File: config.mk
export PLATFORM = sky130hd
export DESIGN_NAME = conv_1x1_mac
export DESIGN_NICKNAME = d
export VERILOG_FILES = /design/src/rtl/conv_pkg.sv /design/src/rtl/conv_1x1_mul_q.sv /design/src/rtl/conv_1x1_mac.sv
export SDC_FILE = /design/constraint.sdc
export NUM_CORES = 2
export LEC_CHECK = 0
export BUFFER_PORTS_ARGS = -buffer_cell sky130_fd_sc_hd__buf_2
export CORE_MARGIN = 1
export CORE_UTILIZATION = 55
export CTS_CLUSTER_DIAMETER = 80
export DETAILED_ROUTE_END_ITERATION = 12
export PLACE_DENSITY_LB_ADDON = 0.25
export REMOVE_ABC_BUFFERS = 1
export SLEW_MARGIN = 30
export SYNTH_ARGS = -nofsm -noshare
export SYNTH_HDL_FRONTEND = slang
export SYNTH_HIERARCHICAL = 1
export SYNTH_SLANG_ARGS = --single-unit
File: constraint.sdc
create_clock -name clk -period 12.4 [get_ports clk]
set_clock_uncertainty 0.1 [all_clocks]
set_input_delay 2.48 -clock clk [delete_from_list [all_inputs] [get_ports clk]]
set_output_delay 2.48 -clock clk [all_outputs]
set_load 0.01 [all_outputs]
File: src/rtl/conv_pkg.sv
// Shared types and constants for the 1x1 pointwise-convolution MAC stage.
package conv_pkg;

    typedef enum logic [1:0] {
        ST_FILL   = 2'd0,
        ST_SETTLE = 2'd1,
        ST_RUN    = 2'd2
    } conv_state_e;

    localparam int SETTLE_CYCLES = 2;
    localparam int SETTLE_W      = $clog2(SETTLE_CYCLES + 1);

    function automatic logic signed [63:0] sat_max(input int dw);
        return (64'sd1 <<< (dw - 1)) - 64'sd1;
    endfunction

    function automatic logic signed [63:0] sat_min(input int dw);
        return -(64'sd1 <<< (dw - 1));
    endfunction

endpackage

File: src/rtl/conv_1x1_mul_q.sv
// Registered signed fixed-point multiply; the product is floor-shifted by FRAC_BITS
// and wrapped to OUT_W bits.
module conv_1x1_mul_q #(
    parameter int DATA_WIDTH = 32,
    parameter int FRAC_BITS  = 16,
    parameter int OUT_W      = 35
) (
    input  logic                         clk,
    input  logic                         reset,
    input  logic                         vld_in,
    input  logic signed [DATA_WIDTH-1:0] a,
    input  logic signed [DATA_WIDTH-1:0] b,
    output logic                         vld_out,
    output logic signed [OUT_W-1:0]      prod
);

    localparam int FULL_W = 2 * DATA_WIDTH;

    logic signed [FULL_W-1:0] full_prod;
    logic signed [OUT_W-1:0]  prod_d, prod_q;
    logic                     vld_d, vld_q;

    always_comb begin
        full_prod = FULL_W'(a) * FULL_W'(b);
        prod_d    = OUT_W'(full_prod >>> FRAC_BITS);
        vld_d     = vld_in;
    end

    always_ff @(posedge clk) begin
        if (reset) begin
            prod_q <= '0;
            vld_q  <= 1'b0;
        end else begin
            prod_q <= prod_d;
            vld_q  <= vld_d;
        end
    end

    assign prod    = prod_q;
    assign vld_out = vld_q;

endmodule

File: src/rtl/conv_1x1_mac.sv
// Pointwise-convolution MAC: counts buffer fills, pops one weight per accepted pixel
// and emits one saturated sum per WEIGHT_NUM pixels.
//
// state  | meaning
// FILL   | counting weights written into the upstream buffer
// SETTLE | waiting for the buffer's input register and FIFO write
// RUN    | ready; each accepted pixel pops one weight
module conv_1x1_mac
    import conv_pkg::*;
#(
    parameter int DATA_WIDTH  = 32,
    parameter int FRAC_BITS   = 16,
    parameter int WEIGHT_NUM  = 4,
    parameter int COUNT_WIDTH = 2
) (
    input  logic                  clk,
    input  logic                  reset,
    input  logic                  wt_valid_in,
    input  logic                  valid_in,
    input  logic [DATA_WIDTH-1:0] in,
    input  logic [DATA_WIDTH-1:0] weight_in,
    output logic                  load_weights,
    output logic                  ready,
    output logic [DATA_WIDTH-1:0] out,
    output logic                  valid_out,
    output logic                  err
);

    localparam int ACC_W = DATA_WIDTH + COUNT_WIDTH + 1;
    localparam logic [COUNT_WIDTH-1:0] CNT_LAST    = COUNT_WIDTH'(WEIGHT_NUM - 1);
    localparam logic [SETTLE_W-1:0]    SETTLE_LOAD = SETTLE_W'(SETTLE_CYCLES - 1);
    localparam logic signed [ACC_W-1:0] ACC_MAX    = ACC_W'(sat_max(DATA_WIDTH));
    localparam logic signed [ACC_W-1:0] ACC_MIN    = ACC_W'(sat_min(DATA_WIDTH));

    conv_state_e              state_d, state_q;
    logic [COUNT_WIDTH-1:0]   fill_cnt_d, fill_cnt_q;
    logic [COUNT_WIDTH-1:0]   elem_cnt_d, elem_cnt_q;
    logic [SETTLE_W-1:0]      settle_cnt_d, settle_cnt_q;
    logic                     ready_d, ready_q;
    logic                     err_d, err_q;
    logic [DATA_WIDTH-1:0]    pix_d, pix_q;
    logic                     pix_vld_d, pix_vld_q;
    logic                     last1_d, last1_q;
    logic                     last2_d, last2_q;
    logic signed [ACC_W-1:0]  acc_d, acc_q;
    logic signed [ACC_W-1:0]  sum;
    logic [DATA_WIDTH-1:0]    out_d, out_q;
    logic                     valid_out_d, valid_out_q;
    logic                     accept_last;
    logic signed [ACC_W-1:0]  prod;
    logic                     prod_vld;

    assign load_weights = valid_in & ready_q;
    assign accept_last  = load_weights && (elem_cnt_q == CNT_LAST);

    conv_1x1_mul_q #(
        .DATA_WIDTH(DATA_WIDTH),
        .FRAC_BITS (FRAC_BITS),
        .OUT_W     (ACC_W)
    ) u_mul (
        .clk    (clk),
        .reset  (reset),
        .vld_in (pix_vld_q),
        .a      (pix_q),
        .b      (weight_in),
        .vld_out(prod_vld),
        .prod   (prod)
    );

    always_comb begin
        state_d      = state_q;
        fill_cnt_d   = fill_cnt_q;
        elem_cnt_d   = elem_cnt_q;
        settle_cnt_d = settle_cnt_q;
        err_d        = err_q | (wt_valid_in && (state_q != ST_FILL));

        case (state_q)
            ST_FILL: begin
                if (wt_valid_in) begin
                    if (fill_cnt_q == CNT_LAST) begin
                        fill_cnt_d   = '0;
                        settle_cnt_d = SETTLE_LOAD;
                        state_d      = ST_SETTLE;
                    end else begin
                        fill_cnt_d = fill_cnt_q + COUNT_WIDTH'(1);
                    end
                end
            end
            ST_SETTLE: begin
                if (settle_cnt_q == '0) state_d = ST_RUN;
                else                    settle_cnt_d = settle_cnt_q - SETTLE_W'(1);
            end
            ST_RUN: begin
                if (load_weights) begin
                    if (accept_last) begin
                        elem_cnt_d = '0;
                        state_d    = ST_FILL;
                    end else begin
                        elem_cnt_d = elem_cnt_q + COUNT_WIDTH'(1);
                    end
                end
            end
            default: state_d = ST_FILL;
        endcase

        ready_d = (state_d == ST_RUN);
    end

    // Pipeline: pixel register, multiplier, then accumulate; the last-element flag
    // rides alongside so draining continues after the FSM has left RUN.
    always_comb begin
        pix_vld_d   = load_weights;
        pix_d       = load_weights ? in : pix_q;
        last1_d     = accept_last;
        last2_d     = last1_q;
        sum         = acc_q + prod;
        acc_d       = acc_q;
        out_d       = out_q;
        valid_out_d = 1'b0;

        if (prod_vld) begin
            if (last2_q) begin
                acc_d       = '0;
                valid_out_d = 1'b1;
                if (sum > ACC_MAX)      out_d = ACC_MAX[DATA_WIDTH-1:0];
                else if (sum < ACC_MIN) out_d = ACC_MIN[DATA_WIDTH-1:0];
                else                    out_d = sum[DATA_WIDTH-1:0];
            end else begin
                acc_d = sum;
            end
        end
    end

    always_ff @(posedge clk) begin
        if (reset) begin
            state_q      <= ST_FILL;
            fill_cnt_q   <= '0;
            elem_cnt_q   <= '0;
            settle_cnt_q <= '0;
            ready_q      <= 1'b0;
            err_q        <= 1'b0;
            pix_q        <= '0;
            pix_vld_q    <= 1'b0;
            last1_q      <= 1'b0;
            last2_q      <= 1'b0;
            acc_q        <= '0;
            out_q        <= '0;
            valid_out_q  <= 1'b0;
        end else begin
            state_q      <= state_d;
            fill_cnt_q   <= fill_cnt_d;
            elem_cnt_q   <= elem_cnt_d;
            settle_cnt_q <= settle_cnt_d;
            ready_q      <= ready_d;
            err_q        <= err_d;
            pix_q        <= pix_d;
            pix_vld_q    <= pix_vld_d;
            last1_q      <= last1_d;
            last2_q      <= last2_d;
            acc_q        <= acc_d;
            out_q        <= out_d;
            valid_out_q  <= valid_out_d;
        end
    end

    assign ready     = ready_q;
    assign err       = err_q;
    assign out       = out_q;
    assign valid_out = valid_out_q;

endmodule

==> metrics.cfg <==
[run_status]
status = finished, final reports clean

[clock_network]
cts_tree = yes
clkTransAtPathRegs_ns = 0.07
htree_levels = 4
clkSinkCount = 149
cts_root_buf = clkbuf_16
ctsLongestPathBuffers = 2
cts_buffers = 17
postCtsHoldBufs = 0
cts_resized = 0
postCtsSetupBuffers = 0
clkLatencyLatePin_ns = 0.48

[grt]
grt-ovfl-total = 0
first_global_vias = 28742
antenna_found_initial = 0
grt_max_degree = 105
grt_pass1_wl_microns = 155000
grtUsageTotal = 0.287

[route]
drt-initial-drc-count = 1618
drtAntennaViolNets = 0
top_layer_used = met4
met3RoutedLength_microns = 7600
viasPerCell = 5.37
vias = 26664
m1WireLength_microns = 41200
drc = 0
route.met2.wl_microns = 44600
wl_per_cell_microns = 19.2
drt_first_pass_iters = 8
wl_microns = 95400

[sta]
final_hold_viol_count = 0
fmax_mhz = 101
slew_violations = 0
worst_slew_pin_slew_ns = 1.05
slew_headroom = 0.299
setup_tns_ns = 0
setup_viol = 0
finalCritPeriodShare = 0.801
layout_setup_ws_ns = 2.47
rsz0062_at_grt = no
layout_min_cycle_time_ns = 9.93
holdWs_ns = 0.335

[setup_path]
endpoint_kind = flop
start_kind = input port
crit_type = in -> reg
worstPathMaxFanout = 22
worst_path_max_delay_cell = fa_1
crit_top_cell = fa_1
cp.arrival_ns = 10.18
cp.required_ns = 12.65
critPathMaxStageDelay_ns = 0.72

[floorplan]
io_pins = 104
core_area_sq_um = 67500
initial_core_util = 0.558
die_h_microns = 264
die_area_sq_um = 69600
std_cell_rows = 95
die_w_microns = 264

[cells_and_area]
regArea_sq_um = 2990
n_antenna_cell = 0
layout.cells.non_filler = 4968
fin_nets = 5251
multi_input_area_sq_um = 30500
fillerInstances = 6066
area_growth_pct = 4.08
layout-drive-gt1-share = 0.0584

[placed_design]
gp_congestion = 0.903
dp_cells = 4936
io_buffers = 103
place_ws_ns = 2.03
hpwl_microns = 73800

[synthesis]
yosysWarnings = 6
synth_cell_types = 74
synth_edf_count = 0
synth-async-reset-ratio = 0
synth_area_sq_um = 37700
ys.flop_type = dfxtp_1
ys_ff_latch = 149
netlist_instances = 4166
ys_seq_area_frac = 0.0791
syn_avg_cell_area_sq_um = 9.05

[power]
power_density_nw_per_um2 = 33.4
p_leak_nw = 19.1
ir_drop_uv = 71.7

[hold_path]
hold_path.class = reg -> reg

[job]
cap_viol_max_count = 0

-- metal layers --
layer | GRT usage | vias to the layer above
met3 | 0.0756 | 130
met1 | 0.382 | 13692
li1 | - | 12018
met4 | 0.0750 | 0
met2 | 0.467 | 824
met5 | 0 | -
-- report_power, final --
| part | internal [W] | total (W) | switching, W |
|---|---|---|---|
| registers | 0.000487 | 0.000493 | 0.00000561 |
| clock network | 0.000273 | 0.000532 | 0.000259 |
| logic | 0.0000898 | 0.000285 | 0.000195 |
-- state kept, by name, indices dropped and copies added (netlist names) --
name and count:
pix_q 32, pix_vld_q 1, acc_q 35, u_mul/vld_out 1, valid_out 1, fill_cnt_q 2
ready 1, out 32, state_q 2, elem_cnt_q 2, err 1, last1_q 1
last2_q 1, settle_cnt_q 2, u_mul/prod 35
-- final cells by class --
type | count | area share
clock buffers | 17 | 0.0108
clock inverters | 15 | 0.00459
inverters | 887 | 0.0849
multi-input cells | 2895 | 0.777
flip-flops and latches | 149 | 0.0763
well taps | 873 | 0.0278
repair buffers | 132 | 0.0189
-- through the flow --
stage | area, sq um | utilization | total power, W
2_1_floorplan | 36800 | - | 0.000650
3_3_place_gp | 38600 | 0.572 | 0.000783
3_5_place_dp | 38600 | 0.572 | 0.000786
4_1_cts | 39200 | 0.581 | 0.00133
5_1_grt | 39200 | 0.581 | 0.00138
6_report | 39200 | 0.581 | 0.00131
-- logic make-up (layout without fill, tap and decap cells) --
logic type / after synthesis / in the layout / share of synthesized area
AOI/OAI and AO/OA: 332 / 332 / 0.0631
xor gates and xnor gates: 104 / 104 / 0.0246
DFF: 149 / 149 / 0.0791
and+or+nand+nor: 1355 / 1355 / 0.175
buffers and inverters: 1122 / 1051 / 0.113
adders and majority gates: 1101 / 1101 / 0.544
muxes: 3 / 3 / 0.000830
-- synthesized netlist by cell type, types with 4 or more instances --
cell type,instances,share of area
a211oi_1,6,0.0012
a211oi_2,32,0.011
a21o_1,42,0.0084
a21oi_1,150,0.020
a31oi_1,4,0.00066
and2_1,488,0.081
and3_1,7,0.0012
buf_2,9,0.0012
clkbuf_1,218,0.022
dfxtp_1,149,0.079
fa_1,898,0.48
ha_1,203,0.067
inv_1,886,0.088
nand2_1,590,0.059
nand2b_1,14,0.0023
nand3_1,22,0.0029
nand4_1,15,0.0025
nor2_1,150,0.015
nor2b_1,42,0.0070
nor3_1,12,0.0016
o211ai_1,4,0.00080
o21a_1,10,0.0020
o21ai_0,26,0.0035
o21ai_1,4,0.00053
o21bai_1,11,0.0022
xnor2_1,79,0.018
xor2_1,23,0.0053
-- worst max-delay path: cells and delay by family --
kind,cells,cell delay (ns)
fa+ha+maj,9,4.68
buf+inv,7,1.22
xor+xnor,1,0.14
compound gates,4,1.02
simple gates,4,0.61
-- final timing paths --
check / slack (ns) / from / cells after the start / endpoint
max: 2.47 / weight_in[2] / 25 / u_mul/prod[30]
min: 0.34 / pix_vld_q / 1 / u_mul/vld_out
max reg2reg: 4.18 / pix_q[15] / 21 / u_mul/prod[34]
min reg2reg: 0.34 / pix_vld_q / 1 / u_mul/vld_out
-- cells in the final DEF, fill, tap and decap left out, types with 12 or more instances in the layout --
cell and n:
o21ai_0 26, fa_1 898, a21o_1 42, nor2b_1 41
buf_4 29, a21oi_1 150, nor3_1 12, inv_1 886
dfxtp_1 140, xnor2_1 79, xor2_1 23, nand2_1 590
nor2_1 150, nand2b_1 14, a211oi_2 32, nand3_1 22
clkbuf_16 17, ha_1 203, nand4_1 15, buf_2 102
and2_1 488
No activity file was read; power rests on OpenSTA's default activity.
